### config.mk
export PLATFORM = sky130hd
export DESIGN_NAME = fetch_ctrl
export DESIGN_NICKNAME = d
export VERILOG_FILES = /design/src/rtl/fetch_ctrl.sv
export SDC_FILE = /design/constraint.sdc
export NUM_CORES = 1
export LEC_CHECK = 0
export ABC_CLOCK_PERIOD_IN_PS = 7400
export CORE_MARGIN = 10
export CORE_UTILIZATION = 45
export CTS_BUF_LIST = sky130_fd_sc_hd__clkbuf_8 sky130_fd_sc_hd__clkbuf_16
export DETAILED_ROUTE_END_ITERATION = 8
export PLACE_DENSITY_LB_ADDON = 0.25
export RECOVER_POWER = 50
export SYNTH_ARGS = -nofsm -noshare
export SYNTH_HDL_FRONTEND = slang
export SYNTH_SLANG_ARGS = --single-unit
export TNS_END_PERCENT = 5
### constraint.sdc
create_clock -name clk_i -period 7.4 [get_ports clk_i]
set_input_delay 1.85 -clock clk_i [delete_from_list [all_inputs] [get_ports clk_i]]
set_output_delay 1.85 -clock clk_i [all_outputs]
set_load 0.05 [all_outputs]
### src/rtl/fetch_ctrl.sv
// Instruction fetch controller: drives the PC next-value, handshakes the instruction memory and buffers one word for decode.
// Optional misaligned-redirect trap is enabled by defining FETCH_TRAP_EN.
module fetch_ctrl #(
  parameter logic [31:0] RESET_VECTOR = 32'h0000_0000,
  parameter logic [31:0] TRAP_VECTOR  = 32'h0000_0004
) (
  input  logic        clk_i,
  input  logic        reset_i,
  input  logic [31:0] pc_i,
  output logic [31:0] pc_next_o,
  output logic        imem_req_o,
  output logic [31:0] imem_addr_o,
  input  logic        imem_ack_i,
  input  logic [31:0] imem_data_i,
  output logic [31:0] instr_o,
  output logic [31:0] instr_pc_o,
  output logic        instr_valid_o,
  input  logic        instr_ready_i,
  input  logic        redirect_i,
  input  logic [31:0] redirect_addr_i,
  output logic        misalign_o
);

  typedef enum logic [1:0] {S_START, S_FETCH, S_HOLD, S_FLUSH} state_t;

  state_t      state_q, state_d;
  logic [31:0] instr_q, instr_d;
  logic [31:0] instr_pc_q, instr_pc_d;
  logic [31:0] pending_q, pending_d;
  logic [31:0] pc_next_d;
  logic [31:0] redir_tgt;

`ifdef FETCH_TRAP_EN
  logic redir_bad;
  logic misalign_q;
  assign redir_bad = (redirect_addr_i[1:0] != 2'b00);
  assign redir_tgt = redir_bad ? TRAP_VECTOR : redirect_addr_i;
  assign misalign_o = misalign_q;

  always_ff @(posedge clk_i or posedge reset_i) begin
    if (reset_i) misalign_q <= 1'b0;
    else         misalign_q <= redirect_i && redir_bad;
  end
`else
  assign redir_tgt  = redirect_addr_i & ~32'h0000_0003;
  assign misalign_o = 1'b0;
`endif

  always_ff @(posedge clk_i or posedge reset_i) begin
    if (reset_i) begin
      state_q    <= S_START;
      instr_q    <= 32'h0;
      instr_pc_q <= 32'h0;
      pending_q  <= 32'h0;
    end else begin
      state_q    <= state_d;
      instr_q    <= instr_d;
      instr_pc_q <= instr_pc_d;
      pending_q  <= pending_d;
    end
  end

  always_comb begin
    state_d    = state_q;
    instr_d    = instr_q;
    instr_pc_d = instr_pc_q;
    pending_d  = pending_q;
    pc_next_d  = pc_i;
    case (state_q)
      S_START: begin
        state_d = S_FETCH;
        if (redirect_i) pc_next_d = redir_tgt;
      end
      S_FETCH: begin
        if (redirect_i) begin
          // Without an ack the request is still in flight, so the target waits until it completes.
          if (imem_ack_i) pc_next_d = redir_tgt;
          else begin
            pending_d = redir_tgt;
            state_d   = S_FLUSH;
          end
        end else if (imem_ack_i) begin
          instr_d    = imem_data_i;
          instr_pc_d = pc_i;
          pc_next_d  = pc_i + 32'd4;
          state_d    = S_HOLD;
        end
      end
      S_FLUSH: begin
        if (redirect_i) pending_d = redir_tgt;
        if (imem_ack_i) begin
          pc_next_d = redirect_i ? redir_tgt : pending_q;
          state_d   = S_FETCH;
        end
      end
      S_HOLD: begin
        if (redirect_i) begin
          pc_next_d = redir_tgt;
          state_d   = S_FETCH;
        end else if (instr_ready_i) begin
          state_d = S_FETCH;
        end
      end
      default: state_d = S_START;
    endcase
  end

  always_comb begin
    imem_req_o    = (state_q == S_FETCH) || (state_q == S_FLUSH);
    instr_valid_o = (state_q == S_HOLD);
    pc_next_o     = reset_i ? RESET_VECTOR : pc_next_d;
    imem_addr_o   = pc_i;
    instr_o       = instr_q;
    instr_pc_o    = instr_pc_q;
  end

endmodule

# Yosys cells after proc, flatten, opt, wreduce, memory -nomap -nowiden
# Index checks and enable logic that the tools add are counted.
dict set report classes {
  add_sub_neg 1
  multipliers 0
  div 0
  magnitude_cmp 0
  eq_ne 9
  n_shift 0
  n_mux 18
  bitwise_logic 1
  reduce_logical 7
}
# cell count
set ops {}
lappend ops {{two-way mux 32 bit} 9}
lappend ops {{case mux 32 bit (3 select lines)} 1}
lappend ops {{case mux 32 bit (2 select lines)} 1}
lappend ops {{adder 32 x 3 -> 32 bit, second input constant} 1}
lappend ops {{two-way mux 2 bit} 6}
lappend ops {{case mux 2 bit (4 select lines)} 1}
lappend ops {{!= test 2 bit, second input constant} 3}
lappend ops {{!= test 3 bit, second input constant} 2}
lappend ops {{AND reduction 3 bit} 2}
lappend ops {{== test 2 bit, second input constant} 2}
lappend ops {{AND reduction 4 bit} 1}
lappend ops {{!= test 3 x 1 -> 1 bit, second input constant} 1}
lappend ops {{== test 2 x 1 -> 1 bit, second input constant} 1}
lappend ops {{logical NOT 2 bit} 1}
lappend ops {{nonzero test 2 bit} 1}
lappend ops {{OR reduction 2 bit} 1}
lappend ops {{logical OR 1 bit} 1}
lappend ops {{NOT 1 bit} 1}
dict set report word_totals {
  reg_bits 98
  latch_bits 0
  ramBits 0
  mem_bits_ro 0
  inputBits 101
  out_inout_bits 131
  mem_count 0
}

# Depth between registers and ports, before layout
dict set report depth {
  word_depth 5
  depth_mapped 7
}

# Worst setup path after synthesis
# OpenSTA, ideal clock, no wires.
dict set report synth_timing {
  path_kind {input port to output port}
  from {in reset_i}
  to {out pc_next_o[7]}
  t_arrival_ns 6.962
  slack_ns -1.412
  cell_stages 4
  path_cell_list {clkbuf_1 > inv_1 > o21ai_0 > a2111oi_0}
}
dict set report synth_via {
  elab_chain_cells 1
}
# element line
set synth_rtl {}
lappend synth_rtl {{start, declared} 8} ;# input logic reset_i,
lappend synth_rtl {{two-way mux 32 bit} 111} ;# pc_next_o = reset_i ? RESET_VECTOR : pc_next_d;
lappend synth_rtl {{end, declared} 10} ;# output logic [31:0] pc_next_o,
# Every way passes these cells.

# Final worst setup path
dict set report layout_timing {
  from {in reset_i}
  to {out pc_next_o[30]}
}
# The elaborated chain is that of the path after synthesis.

==> impl_metrics.yaml <==
status:
  outcome: "finished, violations left"
  violations: "capacitance limit, slew limit"
detailed_routing:
  antenna_left: 0
  finalWirelength_mm: 22.6
  initialDrtViolationCount: 579
  avgRoutedWirePerCell_microns: 21.6
  via_count: 6202
  drcViolationCount: 0
  avgViaCountPerCell: 5.94
  dr.pass1.iters: 6
critical_path:
  cp_data_arrival_time_ns: 5.08
  max_stage_delay_ns: 0.89
  critPathKind: "input pin to output port"
  cp_cell_sequence: "dlygate4sd3_1 > clkbuf_1 > clkinvlp_2 > o211ai_1 > a211oi_1 > clkdlybuf4s50_1"
  cp.required_ns: 5.55
  critPathMaxFanout: 19
  end_kind: "output port"
  crit_family: "buffers and inverters"
  start_kind: "input pin"
  path_buf_inv: 4
  cpMaxStageDelayCell: "clkbuf_1"
synth:
  synth_area_sq_mm: 0.00628
  synth_ff_type: "dfrtp_1"
  synth_edf_count: 0
  synthTopCellsByArea: "dfrtp_1 (39%), mux2_2 (17%), a21oi_1 (5.5%)"
  yosys.area.top_type: "dfrtp_1"
  synthDistinctLibCells: 59
  yosysSeqAreaShare_pct: 39.0
  synth_warnings: 0
  synth.top_cell.area_share_pct: 39.0
  synthArstFlopShare_pct: 100
  syn_inst: 684
  synth_seq_cells: 98
  synth_fp_nets: 786
  avgSynthCellArea_sq_um: 9.19
sta:
  hold_viol_final: 0
  rsz0062_at_grt: "no"
  finalCriticalPeriod_ns: 6.93
  relSlewSlack_pct: -65.8
  worst_pin_slew_ns: 2.46
  setup_viol: 0
  tns_ns: 0
  layout_setup_ws_ns: 0.466
  slew_viol_final: 47
  whs_ns: 0.491
  max_freq_ghz: 0.144
  period_share_pct: 93.7
  finalClockSkew_ns: 0.00950
grt:
  gr-usage-met2_pct: 37.5
  busiest_layer: "met2"
  grtUsageMet3_pct: 8.66
  grt_pass1_vias: 6370
  grt_pass1_wl_mm: 36.1
  grt_overflow: 0
  antenna_found_initial: 1
  grt_start_max_net_pins: 65
  grtUsageTotal_pct: 23.0
  gr-usage-met1_pct: 27.7
power_and_ir_drop:
  p_per_area_mw_per_mm2: 292
  p_leak_nw: 3.49
  peakVddDrop_uv: 206
clock_network:
  cts_resized: 0
  cts_root_buffer: "clkbuf_16"
  cts_setup_buffers: 0
  cts_tree: "yes"
  clk_path_buf_depth: 2
  cts_buffers: 9
  clk_pin_slew_ns: 0.07
  clock_latency_ns: 0.36
  h-tree-depth: 3
  clock-sinks: 98
  ctsHoldBuffers: 0
cells_and_area:
  drive_gt1_share_pct: 17.8
  post-route-util_pct: 64.0
  layout_commonest_cell: "clkdlybuf4s50_1"
  area_growth_pct: 40.4
  fillCellCount: 1158
  layout.nets: 961
  most-common-layout-cells: "clkdlybuf4s50_1 (157), dfrtp_1 (98), mux2_2 (97)"
place:
  dp_hpwl_mm: 16.7
  routabilityCongestion: 0.907
  post-place-ws_ns: 0.508
  io_buffers: 228
floorplanning:
  start_util_pct: 45.6
  die_w_microns: 138
  core_sq_mm: 0.0138
  die-height_microns: 138
  num_io_pins: 232
  num_rows: 43
  die_area_sq_mm: 0.0191
min_path:
  hold_class: "flop to flop"
job:
  cap_violations: 2
[layer usage]
metal / vias to the layer above / share of wire (%)
li1: 2801 / -
met1: 3019 / 40
met2: 336 / 47
met3: 46 / 11
met4: 0 / 2.1
met5: - / 0
[cells by family after synthesis]
kind of cell / count (synthesis) / synth area share (%)
AOI/OAI and AO/OA: 171 / 17.2
adders and majority gates: 1 / 0.199
buffers and inverters: 101 / 8.22
and+or+nand+nor: 197 / 15.2
xor gates and xnor gates: 11 / 1.53
muxes: 104 / 18.5
DFF: 98 / 39.0
other: 1 / 0.0597
[worst reg2reg max path: cells and delay by family, from the launching register on]
kind	cells	cell delay (ns)
muxes	1	0.39
AOI/OAI and AO/OA	1	1.91
buffers and inverters	2	0.91
and+or+nand+nor	1	0.37
DFF	1	0.56
[state kept, by name (all words and copies together) (netlist names)]
| signal | flops |
|---|---|
| pending_q | 32 |
| state_q | 2 |
| instr_o | 32 |
| instr_pc_o | 32 |
[final cells by class]
class                           count  area [sq um]  area share [%]
Clock inverter                      5          85.1           0.965
Multi-Input combinational cell    485          3320            37.7
Sequential cell                    98          2450            27.8
Clock buffer                       10           239            2.71
Inverter                           13          50.0           0.567
Tap cell                          180           225            2.55
Timing Repair Buffer              252          2440            27.7
Antenna cell                        1          2.50          0.0284
[path summary, 6_finish.rpt]
check	startpoint	cells after the start	slack (ns)	endpoint
max	reset_i	6	0.47	pc_next_o[30]
min	pending_q[17]	2	0.49	pending_q[17]
max reg2reg	state_q[0]	5	3.15	pending_q[3]
min reg2reg	pending_q[17]	2	0.49	pending_q[17]
max in group asynchronous	reset_i	4	2.87	instr_o[31]
min in group asynchronous	reset_i	4	3.08	pending_q[14]
[power breakdown]
| part | switching, mW | total [mW] | internal (mW) |
|---|---|---|---|
| Sequential | 0.0756 | 0.765 | 0.689 |
| Clock | 0.216 | 0.522 | 0.306 |
| Combinational | 0.845 | 1.29 | 0.444 |
[cells in the mapped netlist (2+ instances only)]
cell / instances
a221o_1: 2
clkbuf_1: 43
nand3_1: 22
o22ai_1: 3
and3_1: 3
buf_2: 5
buf_4: 33
a2111oi_0: 7
a31oi_1: 7
nand2b_1: 11
buf_1: 6
xnor2_1: 8
o21ai_0: 28
mux2i_1: 7
a211oi_1: 7
nand4_1: 8
a221oi_1: 5
a21oi_1: 69
and2_1: 5
inv_1: 12
o21a_1: 2
nor4_1: 10
or2_2: 2
nor3_1: 9
o211ai_1: 6
a31o_2: 2
o2bb2ai_1: 3
nor2b_1: 11
xor2_1: 3
mux2_2: 97
o311ai_0: 2
nand2_1: 66
nor2_1: 41
o31ai_1: 11
a22oi_1: 3
o31a_1: 4
a2111oi_2: 2
dfrtp_1: 98
[per-stage QoR]
step	std cells	instance area [sq um]	total power, mW
2_1_floorplan	684	6290	1.64
3_3_place_gp	1028	8510	2.08
3_5_place_dp	1028	8510	2.11
4_1_cts	1043	8830	2.65
5_1_grt	1043	8820	2.70
6_report	1044	8820	2.58
No activity file was read; power rests on OpenSTA's default activity.
